--- config.mk ---
export PLATFORM = sky130hd
export DESIGN_NAME = wave_table_initializer
export DESIGN_NICKNAME = d
export VERILOG_FILES = /design/src/rtl/wave_table_initializer.sv
export SDC_FILE = /design/constraint.sdc
export NUM_CORES = 1
export LEC_CHECK = 0
export ABC_AREA = 1
export CAP_MARGIN = 25
export CORE_MARGIN = 2
export CORE_UTILIZATION = 50
export DETAILED_ROUTE_END_ITERATION = 10
export PLACE_DENSITY = 0.67
export SLEW_MARGIN = 30
export SYNTH_ARGS = -nofsm -noshare
export SYNTH_HDL_FRONTEND = slang
export SYNTH_SLANG_ARGS = --single-unit
--- constraint.sdc ---
create_clock -name clk -period 10.9 [get_ports clk]
set_input_delay 1.09 -clock clk [delete_from_list [all_inputs] [get_ports clk]]
set_output_delay 1.09 -clock clk [all_outputs]
set_load 0.02 [all_outputs]
--- src/rtl/wave_table_initializer.sv ---
// Waveform table generator: writes sine/triangle/sawtooth/square samples into per-channel
// table RAMs over a valid/ready port; fills every channel with sine after reset.
module wave_table_initializer #(
  parameter int unsigned DATA_W = 9,
  parameter int unsigned ADDR_W = 8,
  parameter int unsigned NUM_CH = 2,
  localparam int unsigned CH_W = (NUM_CH > 1) ? $clog2(NUM_CH) : 1
) (
  input  logic              clk,
  input  logic              rst_n,
  input  logic              start,
  input  logic [1:0]        mode,
  input  logic [CH_W-1:0]   ch,
  output logic              wr_v,
  input  logic              wr_ready,
  output logic [CH_W-1:0]   wr_ch,
  output logic [ADDR_W-1:0] wr_addr,
  output logic [DATA_W-1:0] wr_data,
  output logic              busy,
  output logic              done,
  output logic [NUM_CH-1:0] ready_ch
);

  localparam int unsigned PW = DATA_W + 2 * ADDR_W + 4;
  localparam logic [PW-1:0] MID   = PW'(1) << (DATA_W - 1);
  localparam logic [PW-1:0] AMP   = MID - PW'(1);
  localparam logic [PW-1:0] HALF  = PW'(1) << (ADDR_W - 1);
  localparam logic [PW-1:0] DEPTH = PW'(1) << ADDR_W;
  localparam logic [PW-1:0] FULL  = (PW'(1) << DATA_W) - PW'(1);

  typedef enum logic [1:0] {S_AUTO, S_IDLE, S_CALC, S_WRITE} state_t;

  state_t              state_q, state_d;
  logic [ADDR_W-1:0]   addr_q, addr_d;
  logic [1:0]          mode_q, mode_d;
  logic [CH_W-1:0]     ch_q, ch_d;
  logic                auto_q, auto_d;
  logic                wr_v_d, busy_d, done_d;
  logic [CH_W-1:0]     wr_ch_d;
  logic [ADDR_W-1:0]   wr_addr_d;
  logic [DATA_W-1:0]   wr_data_d;
  logic [NUM_CH-1:0]   ready_d;

  logic [PW-1:0]       a_w, h_w, tri_x, sine_q, tri_f, saw_v;
  logic [DATA_W-1:0]   sample_c;

  // Sample for the current address; the top address bit selects the half-period
  always_comb begin
    a_w    = PW'(addr_q);
    h_w    = PW'(addr_q[ADDR_W-2:0]);
    sine_q = (PW'(16) * AMP * h_w * (HALF - h_w)) >> (2 * ADDR_W);
    tri_x  = a_w;
    case (addr_q[ADDR_W-1:ADDR_W-2])
      2'b00:   tri_x = a_w;
      2'b01:   tri_x = HALF - a_w;
      2'b10:   tri_x = a_w - HALF;
      default: tri_x = DEPTH - a_w;
    endcase
    tri_f  = (PW'(4) * AMP * tri_x) >> ADDR_W;
    saw_v  = (a_w * FULL) >> ADDR_W;
    case (mode_q)
      2'd0:    sample_c = addr_q[ADDR_W-1] ? DATA_W'(MID - sine_q) : DATA_W'(MID + sine_q);
      2'd1:    sample_c = addr_q[ADDR_W-1] ? DATA_W'(MID - tri_f)  : DATA_W'(MID + tri_f);
      2'd2:    sample_c = DATA_W'(saw_v);
      default: sample_c = addr_q[ADDR_W-1] ? DATA_W'(MID - AMP)    : DATA_W'(MID + AMP);
    endcase
  end

  // Next-state and next-output logic
  always_comb begin
    state_d   = state_q;
    addr_d    = addr_q;
    mode_d    = mode_q;
    ch_d      = ch_q;
    auto_d    = auto_q;
    wr_ch_d   = wr_ch;
    wr_addr_d = wr_addr;
    wr_data_d = wr_data;
    ready_d   = ready_ch;
    done_d    = 1'b0;
    case (state_q)
      S_AUTO: begin
        mode_d  = 2'd0;
        addr_d  = '0;
        auto_d  = 1'b1;
        state_d = S_CALC;
      end
      S_IDLE: begin
        if (start && (32'(ch) < NUM_CH)) begin
          mode_d      = mode;
          ch_d        = ch;
          auto_d      = 1'b0;
          ready_d[ch] = 1'b0;
          addr_d      = '0;
          state_d     = S_CALC;
        end
      end
      S_CALC: begin
        wr_ch_d   = ch_q;
        wr_addr_d = addr_q;
        wr_data_d = sample_c;
        state_d   = S_WRITE;
      end
      S_WRITE: begin
        if (wr_ready) begin
          if (!(&addr_q)) begin
            addr_d  = addr_q + ADDR_W'(1);
            state_d = S_CALC;
          end else begin
            ready_d[ch_q] = 1'b1;
            // The power-up fill walks through all channels before going idle
            if (auto_q && (32'(ch_q) < NUM_CH - 1)) begin
              ch_d    = ch_q + CH_W'(1);
              state_d = S_AUTO;
            end else begin
              done_d  = 1'b1;
              state_d = S_IDLE;
            end
          end
        end
      end
      default: state_d = S_IDLE;
    endcase
    wr_v_d = (state_d == S_WRITE);
    busy_d = (state_d != S_IDLE);
  end

  // State and output registers
  always_ff @(posedge clk) begin
    if (!rst_n) begin
      state_q  <= S_AUTO;
      addr_q   <= '0;
      mode_q   <= 2'd0;
      ch_q     <= '0;
      auto_q   <= 1'b0;
      wr_v     <= 1'b0;
      wr_ch    <= '0;
      wr_addr  <= '0;
      wr_data  <= '0;
      busy     <= 1'b0;
      done     <= 1'b0;
      ready_ch <= '0;
    end else begin
      state_q  <= state_d;
      addr_q   <= addr_d;
      mode_q   <= mode_d;
      ch_q     <= ch_d;
      auto_q   <= auto_d;
      wr_v     <= wr_v_d;
      wr_ch    <= wr_ch_d;
      wr_addr  <= wr_addr_d;
      wr_data  <= wr_data_d;
      busy     <= busy_d;
      done     <= done_d;
      ready_ch <= ready_d;
    end
  end

endmodule

==> run metrics, run 1 <==
Reg clk slew, reported paths 0.06 ns; Vias/cell 5.20; status finished, final reports clean; combinational share of power 25.5%; number of global-route vias before repair 9174; Worst path depth 41; port buffer count 29; post-detail-place hpwl 22900 µm; grt total ovfl 0; Clock Sink Count 37; Max rail drop VDD 56.2 µV; fin nets 1778; RSZ-0062 raised after global routing no; die area 0.0227 mm²; XOR/XNOR share of the synthesized area 3.47%; DRT Pass-1 Iters 5; drt drc 0; CP endpoint kind flop; clock power share 40.0%; Area after DPL 0.0114 mm²; final core utilization 54.8%; initial antenna violation count 0; Place WS 1.39 ns; worst path bufs/invs 7; Synth Area in Compound Gates 8.52%; post-synthesis cell area 0.0108 mm²; Max-cap violations 0; share of layout cells above drive strength 1 3.87%; DR vias 8947; Seq pwr share 34.4%; DRT iter0 DRCs 545; Max Slew Vio Count 0; Antenna Nets Post-Route 0; sequential element share of the synthesized area 6.88%; first-pass GRT wire length 45100 µm; type of the worst setup path reg -> reg; Root Driver clkbuf_16; CP Launch Type flop; die width 151 µm; Post-Syn Area per Cell 7.58 µm²; cell family with most CP delay adder cells; worst hold path class reg -> reg; postcts setup bufs 0; Post-synth EDFFs 0; Final Wtd Congestion 0.879; minimum clock period 9.54 ns; final setup fails 0; core area 0.0211 mm²; H-tree depth 2; Max FO, Critical Path 12; Synth area leader fa_1; drt wl/cell 15.5 µm; PD cells 37.0 mW/mm²; synth warn 0; Yosys cell types 48; cts repair resizes 0; WP data required 11.08 ns; switching portion of total power 32.4%; Hold Violations, Final 0; Post-synth top flop dfxtp_1; Internal 0.000288 W; clock skew 0.00812 ns; Worst path max stage delay 0.66 ns; Cells on Worst Hold Path 2; relative slew slack 29.3%; largest net degree at the start of global routing 30; Post-Layout Inst Area 0.0115 mm²; Max Root-Sink Buffers 2; net switching power 0.000139 W; worst reg2reg path depth 41; Routed WL 26700 µm; flops & latches, synth 37; largest family of logic cells by synthesized area adder cells; adder-cell area share of the yosys netlist 48.6%; # IOs 30; CTS Buf Count 5; total power 0.000427 W; Total Routing Usage GR 25.1%; Syn Inst Count 1421; post-route setup slack 1.36 ns; latest clock arrival within the worst-skew pair 0.29 ns; Critical Path AT 9.72 ns; Synth top area share 28.6%; Lkg Pwr 6.61 nW; n_diodes 0; Site Rows 53; Max Clk Rate 105 MHz; # fillers 2026; Tightest Pin Transition 1.06 ns; Sum Neg Setup Slack 0 ns; CTS Hold Bufs 0; most area-consuming cells after synthesis fa_1, ha_1, inv_1; Synth Area in Simple Gates 20.1%; slowest CP cell dfxtp_1; Area Overhead vs Synth 7.19%; CTS tree built; Tcrit/Tclk final 87.5%; Die Span Y 151 µm; proportion of synthesized area in mux cells 0%; Initial Utilization 51.1%; syn_nets 1754; ys async rst share 0%
-- synthesized netlist by cell type (2+ instances only) --
| cell type | number |
|---|---|
| nor4_1 | 3 |
| o21ai_0 | 36 |
| nand3_1 | 54 |
| xnor2_1 | 13 |
| a21oi_1 | 62 |
| a21oi_2 | 4 |
| or2_1 | 2 |
| buf_1 | 3 |
| o21bai_1 | 7 |
| a32oi_1 | 4 |
| xor2_2 | 2 |
| o2111ai_1 | 3 |
| nand2_2 | 12 |
| o21ai_1 | 7 |
| a211oi_1 | 2 |
| nor2_2 | 11 |
| xor2_1 | 21 |
| ha_1 | 172 |
| a21o_1 | 6 |
| nand2_1 | 253 |
| a31oi_1 | 8 |
| nand3b_1 | 6 |
| fa_1 | 154 |
| nor2_1 | 140 |
| o211ai_1 | 8 |
| nand4_1 | 11 |
| inv_1 | 334 |
| clkbuf_1 | 9 |
| nor3_1 | 9 |
| inv_2 | 4 |
| clkinv_1 | 2 |
| o32ai_1 | 2 |
| buf_2 | 3 |
| nand3_2 | 4 |
| dfxtp_1 | 37 |
-- per-layer routing --
metal  wire (µm)  global-route usage [%]  share of wire [%]  up-vias
met5           0                       0                  0        -
met4         711                    7.15                2.7        0
met3         959                    2.59                3.6       38
met2       13100                    44.0                 49      173
met1       11900                    33.2                 45     4304
li1            -                       -                  -     4432
-- sequential cells by signal, indices dropped and copies added (netlist names) --
name	flops
ready_ch	2
ch_q	1
busy	1
state_q	2
wr_data	9
done	1
wr_addr	8
wr_v	1
auto_q	1
wr_ch	1
addr_q	8
mode_q	2
-- path summary, 6_finish.rpt --
check / from / end / slack [ns]
worst max-delay path: addr_q[5]$_SDFFE_PN0P_ / wr_data[7]$_SDFFE_PN0P_ / 1.36
worst min-delay path: ready_ch[0]$_SDFFE_PN0P_ / ready_ch[0]$_SDFFE_PN0P_ / 0.47
worst min register to register: ready_ch[0]$_SDFFE_PN0P_ / ready_ch[0]$_SDFFE_PN0P_ / 0.47
worst max register to register: addr_q[5]$_SDFFE_PN0P_ / wr_data[7]$_SDFFE_PN0P_ / 1.36
-- through the flow --
step | hold WS (ns) | instances
after global placement | 0.460 | 1713
after detailed placement | 0.465 | 1713
after global routing | 0.492 | 1721
after floorplan | 0.476 | 1421
after CTS | 0.479 | 1721
final | 0.475 | 1721
-- layout make-up --
class | instances | area [µm²] | area share [%]
inverter | 340 | 1280 | 11.1
sequential | 37 | 741 | 6.41
clock buffer | 5 | 125 | 1.08
tap | 275 | 344 | 2.98
multi-input combinational | 1029 | 8700 | 75.4
timing repair buffer | 32 | 313 | 2.71
clock inverter | 3 | 46.3 | 0.401
-- worst reg2reg max path, delay by kind of cell (launching register included) --
family	cells	cell delay (ns)
flip-flops	1	0.66
adder cells (fa/ha/maj)	12	5.85
buffers and inverters	7	0.59
AO/OA/AOI/OAI	3	0.53
XOR/XNOR	1	0.20
AND/OR/NAND/NOR	18	1.61
-- power groups by stage --
stage / combinational [W] / sequential (W) / clock [W]
4_1_cts: 0.000109 / 0.000147 / 0.000174
6_report: 0.000109 / 0.000147 / 0.000171
5_1_grt: 0.000122 / 0.000148 / 0.000180
3_5_place_dp: 0.000108 / 0.000150 / 0
2_1_floorplan: 0.0000632 / 0.000156 / 0
3_3_place_gp: 0.000107 / 0.000150 / 0
-- cell usage in the layout (no fill, tap or decap), types with 29 or more instances in the layout --
master	n
dfxtp_1	37
inv_1	334
clkdlybuf4s50_1	29
ha_1	172
nand2_1	253
nor2_1	140
o21ai_0	36
a21oi_1	62
nand3_1	54
fa_1	154
-- logic make-up (layout without fill, tap and decap cells) --
group                    count (synthesis)  in the layout
adder cells (fa/ha/maj)                326            326
other                                    1              1
flip-flops                              37             37
AND/OR/NAND/NOR                        509            509
AO/OA/AOI/OAI                          155            155
buffers and inverters                  355            380
XOR/XNOR                                38             38
Power figures use the tool's default switching activity.
==> run 2: changes to the inputs <==
--- a/config.mk
+++ b/config.mk
@@ -7,10 +7,9 @@
 export LEC_CHECK = 0
 export ABC_AREA = 1
 export CAP_MARGIN = 25
-export CORE_MARGIN = 2
 export CORE_UTILIZATION = 50
 export DETAILED_ROUTE_END_ITERATION = 10
-export PLACE_DENSITY = 0.67
+export PLACE_DENSITY = 0.66
 export SLEW_MARGIN = 30
 export SYNTH_ARGS = -nofsm -noshare
 export SYNTH_HDL_FRONTEND = slang
==> run 2 against run 1 <==
Combinational power hardly changed; flip-flop and latch count stayed put; clock power is 14% lower; utilization is 0.11 points lower; final cell count hardly changed; via count is 0.47% lower; routed wire length is 3.8% lower; register-to-register slack better by 0.03 ns; global-route usage is 0.33 points lower; first-iteration DRC count is 7.0% lower; highest routed layer unchanged.
==> run metrics, run 2 (same netlist as run 1, synthesis figures left out) <==
Max FO, Critical Path 12 (unchanged); initial antenna violation count 0 (unchanged); most frequent cells in the layout inv_1, nand2_1, ha_1, fa_1, nor2_1 (unchanged); min-delay src ready_ch[0]$_SDFFE_PN0P_ (unchanged); DRT Pass-1 Iters 6 (was 5); CTS Buf Count 5 (unchanged); n_diodes 0 (unchanged); clock power share 36.7% (was 40.0%); # IOs 30 (unchanged); post-route setup slack 1.39 ns (was 1.36 ns); DRT iter0 DRCs 507 (was 545); first-pass GRT wire length 43500 µm (was 45100 µm); latest clock arrival within the worst-skew pair 0.29 ns (about the same); Critical Path AT 9.69 ns (was 9.72 ns); Root Driver clkbuf_16 (unchanged); drt wl/cell 14.9 µm (was 15.5 µm); number of flip-flops in the largest register 9 (unchanged); Initial Utilization 51.1% (unchanged); Hold Violations, Final 0 (unchanged); Reg clk slew, reported paths 0.06 ns (about the same); worst path bufs/invs 9 (was 7); Area after DPL 0.0114 mm² (about the same); Max rail drop VDD 62.4 µV (was 56.2 µV); Max-cap violations 0 (unchanged); Total Routing Usage GR 24.8% (was 25.1%); Max Clk Rate 105 MHz (about the same); combinational share of power 26.5% (was 25.5%); worst reg2reg path depth 40 (was 41); r2r endpoint wr_data[4]$_SDFFE_PN0P_ (was wr_data[7]$_SDFFE_PN0P_); Site Rows 53 (unchanged); met3 Use GR 1.47% (was 2.59%); share of layout cells above drive strength 1 3.87% (about the same); Place WS 1.44 ns (was 1.39 ns); CTS Hold Bufs 0 (unchanged); CP endpoint kind flop (unchanged); cts repair resizes 0 (unchanged); Vias/cell 5.17 (was 5.20); core area 0.0211 mm² (unchanged); Max Slew Vio Count 0 (unchanged); Clock Sink Count 37 (unchanged); R2R Setup Slk 1.39 ns (was 1.36 ns); minimum clock period 9.51 ns (was 9.54 ns); Final Wtd Congestion 0.882 (was 0.879); WP data required 11.08 ns (about the same); postcts setup bufs 0 (unchanged); Lkg Pwr 6.60 nW (was 6.61 nW); Post-Layout Inst Area 0.0115 mm² (about the same); Max Root-Sink Buffers 2 (unchanged); grt total ovfl 0 (unchanged); Antenna Nets Post-Route 0 (unchanged); PD cells 34.6 mW/mm² (was 37.0 mW/mm²); port buffer count 29 (unchanged); Seq pwr share 36.8% (was 34.4%); drt drc 0 (unchanged); met1 GRT Util 34.1% (was 33.2%); type of the worst setup path reg -> reg (unchanged); final setup fails 0 (unchanged); status finished, final reports clean (unchanged); Sum Neg Setup Slack 0 ns (unchanged); Tightest Pin Transition 0.906 ns (was 1.06 ns); met2 Use GR 43.5% (was 44.0%); DR vias 8905 (was 8947); CTS tree built (unchanged); die width 149 µm (was 151 µm); Routed WL 25700 µm (was 26700 µm); Reg-to-Reg Start addr_q[5]$_SDFFE_PN0P_ (unchanged); Internal 0.000265 W (was 0.000288 W); die area 0.0221 mm² (was 0.0227 mm²); clock skew 0.00563 ns (was 0.00812 ns); Die Span Y 149 µm (was 151 µm); slowest CP cell fa_1 (was dfxtp_1); net switching power 0.000134 W (was 0.000139 W); fin nets 1779 (was 1778); Area Overhead vs Synth 6.97% (was 7.19%); worst hold path class reg -> reg (unchanged); Worst path max stage delay 0.75 ns (was 0.66 ns); Biggest register wr_data (unchanged); Cells on Worst Hold Path 2 (unchanged); relative slew slack 39.4% (was 29.3%); RSZ-0062 raised after global routing no (unchanged); H-tree depth 2 (unchanged); largest net degree at the start of global routing 30 (unchanged); total power 0.000399 W (was 0.000427 W); post-detail-place hpwl 22500 µm (was 22900 µm); CP Launch Type flop (unchanged); biggest regs wr_data x9, addr_q x8, wr_addr x8 (unchanged); Tcrit/Tclk final 87.3% (was 87.5%); most common cell after layout, fill and taps aside inv_1 (unchanged); switching portion of total power 33.6% (was 32.4%); Hold EP ready_ch[0]$_SDFFE_PN0P_ (unchanged); cell family with most CP delay adder cells (unchanged); GRT busiest layer met2 (unchanged); number of global-route vias before repair 8837 (was 9174)
==> run 2: routing by layer <==
metal / part of all wire [%] / up-vias / wire, µm
met4: 1.5 / 0 / 387
met5: 0 / - / 0
met2: 49 / 174 / 12600
met1: 46 / 4264 / 11800
li1: - / 4441 / -
met3: 3.4 / 26 / 865
==> run 2: power groups by stage <==
stage	combinational, W	sequential, W	clock [W]
after floorplan	0.0000632	0.000156	0
after global placement	0.000105	0.000150	0
after detailed placement	0.000105	0.000150	0
after CTS	0.000106	0.000147	0.000150
after global routing	0.000119	0.000148	0.000153
final	0.000106	0.000147	0.000147
==> run 2: how the worst max path moves through the flow <==
stage | start | slack [ns] | endpoint | cells after the start
final | addr_q[5]$_SDFFE_PN0P_ | 1.39 | wr_data[4]$_SDFFE_PN0P_ | 40
after global routing | addr_q[5]$_SDFFE_PN0P_ | 0.75 | wr_data[8]$_SDFFE_PN0P_ | 41
after CTS | addr_q[5]$_SDFFE_PN0P_ | 1.40 | wr_data[8]$_SDFFE_PN0P_ | 40
after detailed placement | addr_q[5]$_SDFFE_PN0P_ | 1.44 | wr_data[8]$_SDFFE_PN0P_ | 42
after global placement | addr_q[5]$_SDFFE_PN0P_ | 1.51 | wr_data[8]$_SDFFE_PN0P_ | 42
after floorplan | addr_q[5]$_SDFFE_PN0P_ | 2.28 | wr_data[8]$_SDFFE_PN0P_ | 43
==> run 2: worst reg2reg max path, delay by kind of cell (launching register included) <==
family                   cells  cell delay (ns)
XOR/XNOR                     2             0.39
buffers and inverters        9             0.70
AND/OR/NAND/NOR             12             1.12
AO/OA/AOI/OAI                5             0.82
flip-flops                   1             0.49
adder cells (fa/ha/maj)     12             5.85
==> run 2: layout make-up <==
class | instances | area [µm²]
inverters | 340 | 1280
well taps | 275 | 344
flip-flops and latches | 37 | 741
repair buffers | 33 | 320
fillers | 2081 | 9560
multi-input cells | 1029 | 8700
clock buffers | 5 | 125
clock inverters | 3 | 21.3
==> run 2: through the flow <==
step                      utilization, %  hold slack, ns  instances
after global routing                54.6           0.516       1722
after CTS                           54.6           0.484       1722
after detailed placement            54.0           0.471       1714
after floorplan                        -           0.476       1421
final                               54.6           0.473       1722
after global placement              54.0           0.461       1714
==> run 3: changes to the inputs <==
--- a/config.mk
+++ b/config.mk
@@ -7,9 +7,9 @@
 export LEC_CHECK = 0
 export ABC_AREA = 1
 export CAP_MARGIN = 25
-export CORE_UTILIZATION = 50
+export CORE_UTILIZATION = 27
 export DETAILED_ROUTE_END_ITERATION = 10
-export PLACE_DENSITY = 0.66
+export PLACE_DENSITY = 0.4
 export SLEW_MARGIN = 30
 export SYNTH_ARGS = -nofsm -noshare
 export SYNTH_HDL_FRONTEND = slang
==> constraint.sdc (replaced) <==
create_clock -name clk -period 8.76 [get_ports clk]
set_input_delay 0.876 -clock clk [delete_from_list [all_inputs] [get_ports clk]]
set_output_delay 0.876 -clock clk [all_outputs]
set_load 0.02 [all_outputs]
==> run 3 against run 2 <==
Fmax up 12%; first-iteration DRC count down 35%; combinational power up 50%; final cell count up 19%; hold slack better by 0.011 ns; clock power up 47%; flip-flop and latch count unchanged; die area up 84%; power up 40%; critical path type unchanged; largest power group is now clock.
==> run metrics, run 3 (same netlist as run 1, synthesis figures left out) <==
relative slew slack 36.2% (was 39.4%); initial antenna violation count 0 (unchanged); Tightest Pin Transition 0.956 ns (was 0.906 ns); Routed WL 31700 µm (was 25700 µm); final setup fails 0 (unchanged); share of layout cells above drive strength 1 16.5% (was 3.87%); Internal 0.000381 W (was 0.000265 W); first-pass GRT wire length 52000 µm (was 43500 µm); fin nets 1869 (was 1779); PD cells 42.2 mW/mm² (was 34.6 mW/mm²); Worst path max stage delay 0.58 ns (was 0.75 ns); combinational share of power 28.4% (was 26.5%); DRT iter0 DRCs 329 (was 507); highest routed metal layer met4 (unchanged); most common cell after layout, fill and taps aside inv_1 (unchanged); CTS tree built (unchanged); biggest regs wr_data x9, addr_q x8, wr_addr x8 (unchanged); H-tree depth 2 (unchanged); most frequent cells in the layout inv_1, nand2_1, fa_1, ha_1, nor2_1 (was inv_1, nand2_1, ha_1, fa_1, nor2_1); status finished, final reports clean (unchanged); Hold Slack 0.483 ns (was 0.473 ns); grt total ovfl 0 (unchanged); type of the worst setup path reg -> reg (unchanged); Reg clk slew, reported paths 0.06 ns (about the same); Seq pwr share 32.8% (was 36.8%); Site Rows 72 (was 53); CTS Hold Bufs 0 (unchanged); worst hold path class reg -> reg (unchanged); Hold Violations, Final 0 (unchanged); drt wl/cell 15.4 µm (was 14.9 µm); DRT Pass-1 Iters 5 (was 6); drt drc 0 (unchanged); die area 0.0407 mm² (was 0.0221 mm²); CP Launch Type flop (unchanged); WP data required 8.93 ns (was 11.08 ns); Area Overhead vs Synth 22.5% (was 6.97%); Final Wtd Congestion 0.850 (was 0.882); # IOs 30 (unchanged); DR WL met2 15100 µm (was 12600 µm); Max FO, Critical Path 6 (was 12); DR vias 9127 (was 8905); number of flip-flops in the largest register 9 (unchanged); cell count after placement 2032 (was 1714); most numerous cell on the critical path fa_1; switching portion of total power 31.7% (was 33.6%); Antenna Nets Post-Route 0 (unchanged); clock power share 38.8% (was 36.7%); Vias/cell 4.44 (was 5.17); CTS Buf Count 5 (unchanged); Max Clk Rate 118 MHz (was 105 MHz); Root Driver clkbuf_16 (unchanged); Max Root-Sink Buffers 2 (unchanged); routed wl met3 919 µm (was 865 µm); Lkg Pwr 7.11 nW (was 6.60 nW); minimum clock period 8.48 ns (was 9.51 ns); Max rail drop VDD 61.5 µV (was 62.4 µV); largest net degree at the start of global routing 30 (unchanged); CP endpoint kind flop (unchanged); Max-cap violations 0 (unchanged); die width 202 µm (was 149 µm); Max Slew Vio Count 0 (unchanged); M1 WL 15500 µm (was 11800 µm); latest clock arrival within the worst-skew pair 0.29 ns (about the same); net switching power 0.000177 W (was 0.000134 W); core area 0.0390 mm² (was 0.0211 mm²); Die Span Y 202 µm (was 149 µm); Clock Sink Count 37 (unchanged); Biggest register wr_data (unchanged); Total Routing Usage GR 16.2% (was 24.8%); clock skew 0.00663 ns (was 0.00563 ns); Finished Layout Cells 2055 (was 1722); Tcrit/Tclk final 96.8% (was 87.3%); RSZ-0062 raised after global routing yes (was no); port buffer count 29 (unchanged); slowest CP cell fa_1 (unchanged); post-detail-place hpwl 27400 µm (was 22500 µm); Critical Path AT 8.65 ns (was 9.69 ns); Initial Utilization 27.6% (was 51.1%); n_diodes 0 (unchanged); number of global-route vias before repair 9674 (was 8837)
-- run 3: cell count changes in the layout (fill, tap and decap cells not counted), sizes merged --
cell / before / now
buf: 4 / 93
clkbuf: 5 / 7
bufinv: 0 / 1
clkinv: 3 / 2
inv: 339 / 338
-- run 3: worst max-delay path, delay by kind of cell, from the launching register on --
family,cells,cell delay [ns]
flip-flops,1,0.33
buffers and inverters,9,0.78
AND/OR/NAND/NOR,15,1.23
adder cells (fa/ha/maj),12,5.40
XOR/XNOR,1,0.13
AO/OA/AOI/OAI,3,0.51
-- run 3: power by group through the flow --
stage / combinational, W / clock [W] / sequential [W]
2_1_floorplan: 0.0000786 / 0 / 0.000194
3_3_place_gp: 0.000149 / 0 / 0.000187
3_5_place_dp: 0.000148 / 0 / 0.000187
4_1_cts: 0.000151 / 0.000224 / 0.000183
5_1_grt: 0.000178 / 0.000231 / 0.000184
6_report: 0.000159 / 0.000216 / 0.000183
-- run 3: through the flow --
step / power (W) / util, % / TNS, ns / worst slack [ns] / area (µm²)
final: 0.000557 / 33.8 / 0 / 0.282 / 13200
after floorplan: 0.000273 / - / 0 / 0.137 / 10800
after global placement: 0.000336 / 31.4 / -0.282 / -0.0707 / 12200
after detailed placement: 0.000334 / 31.4 / -0.589 / -0.130 / 12200
after global routing: 0.000592 / 33.8 / -0.247 / -0.0858 / 13200
after CTS: 0.000558 / 32.2 / 0 / 0.00379 / 12600
-- run 3: final timing paths --
check,start,endpoint,depth (start not counted),slack (ns)
worst min-delay path,ready_ch[0]$_SDFFE_PN0P_,ready_ch[0]$_SDFFE_PN0P_,2,0.48
worst min register to register,ready_ch[0]$_SDFFE_PN0P_,ready_ch[0]$_SDFFE_PN0P_,2,0.48
worst max-delay path,addr_q[6]$_SDFFE_PN0P_,wr_data[7]$_SDFFE_PN0P_,40,0.28
worst max register to register,addr_q[6]$_SDFFE_PN0P_,wr_data[7]$_SDFFE_PN0P_,40,0.28
-- run 3: repair_timing --
item | 4_1_cts | 5_1_grt
setup buffers | 0 | 14
pin swaps | 3 | 86
gates resized for setup | 19 | 111
cloned | 0 | 0
endpoints found under the setup margin | 7 | 8
-- run 3: area by class of cell --
type / instances / area [µm²]
multi-input combinational: 1029 / 9340
timing repair buffer: 123 / 1000
fill: 4199 / 25800
tap: 518 / 648
clock inverter: 2 / 37.5
sequential: 37 / 746
clock buffer: 6 / 139
inverter: 340 / 1280
-- run 3: per-layer routing --
layer	vias to the layer above	track usage, %
met1	4393	22.4
met5	-	0
li1	4620	-
met4	0	1.81
met3	12	1.33
met2	102	28.0
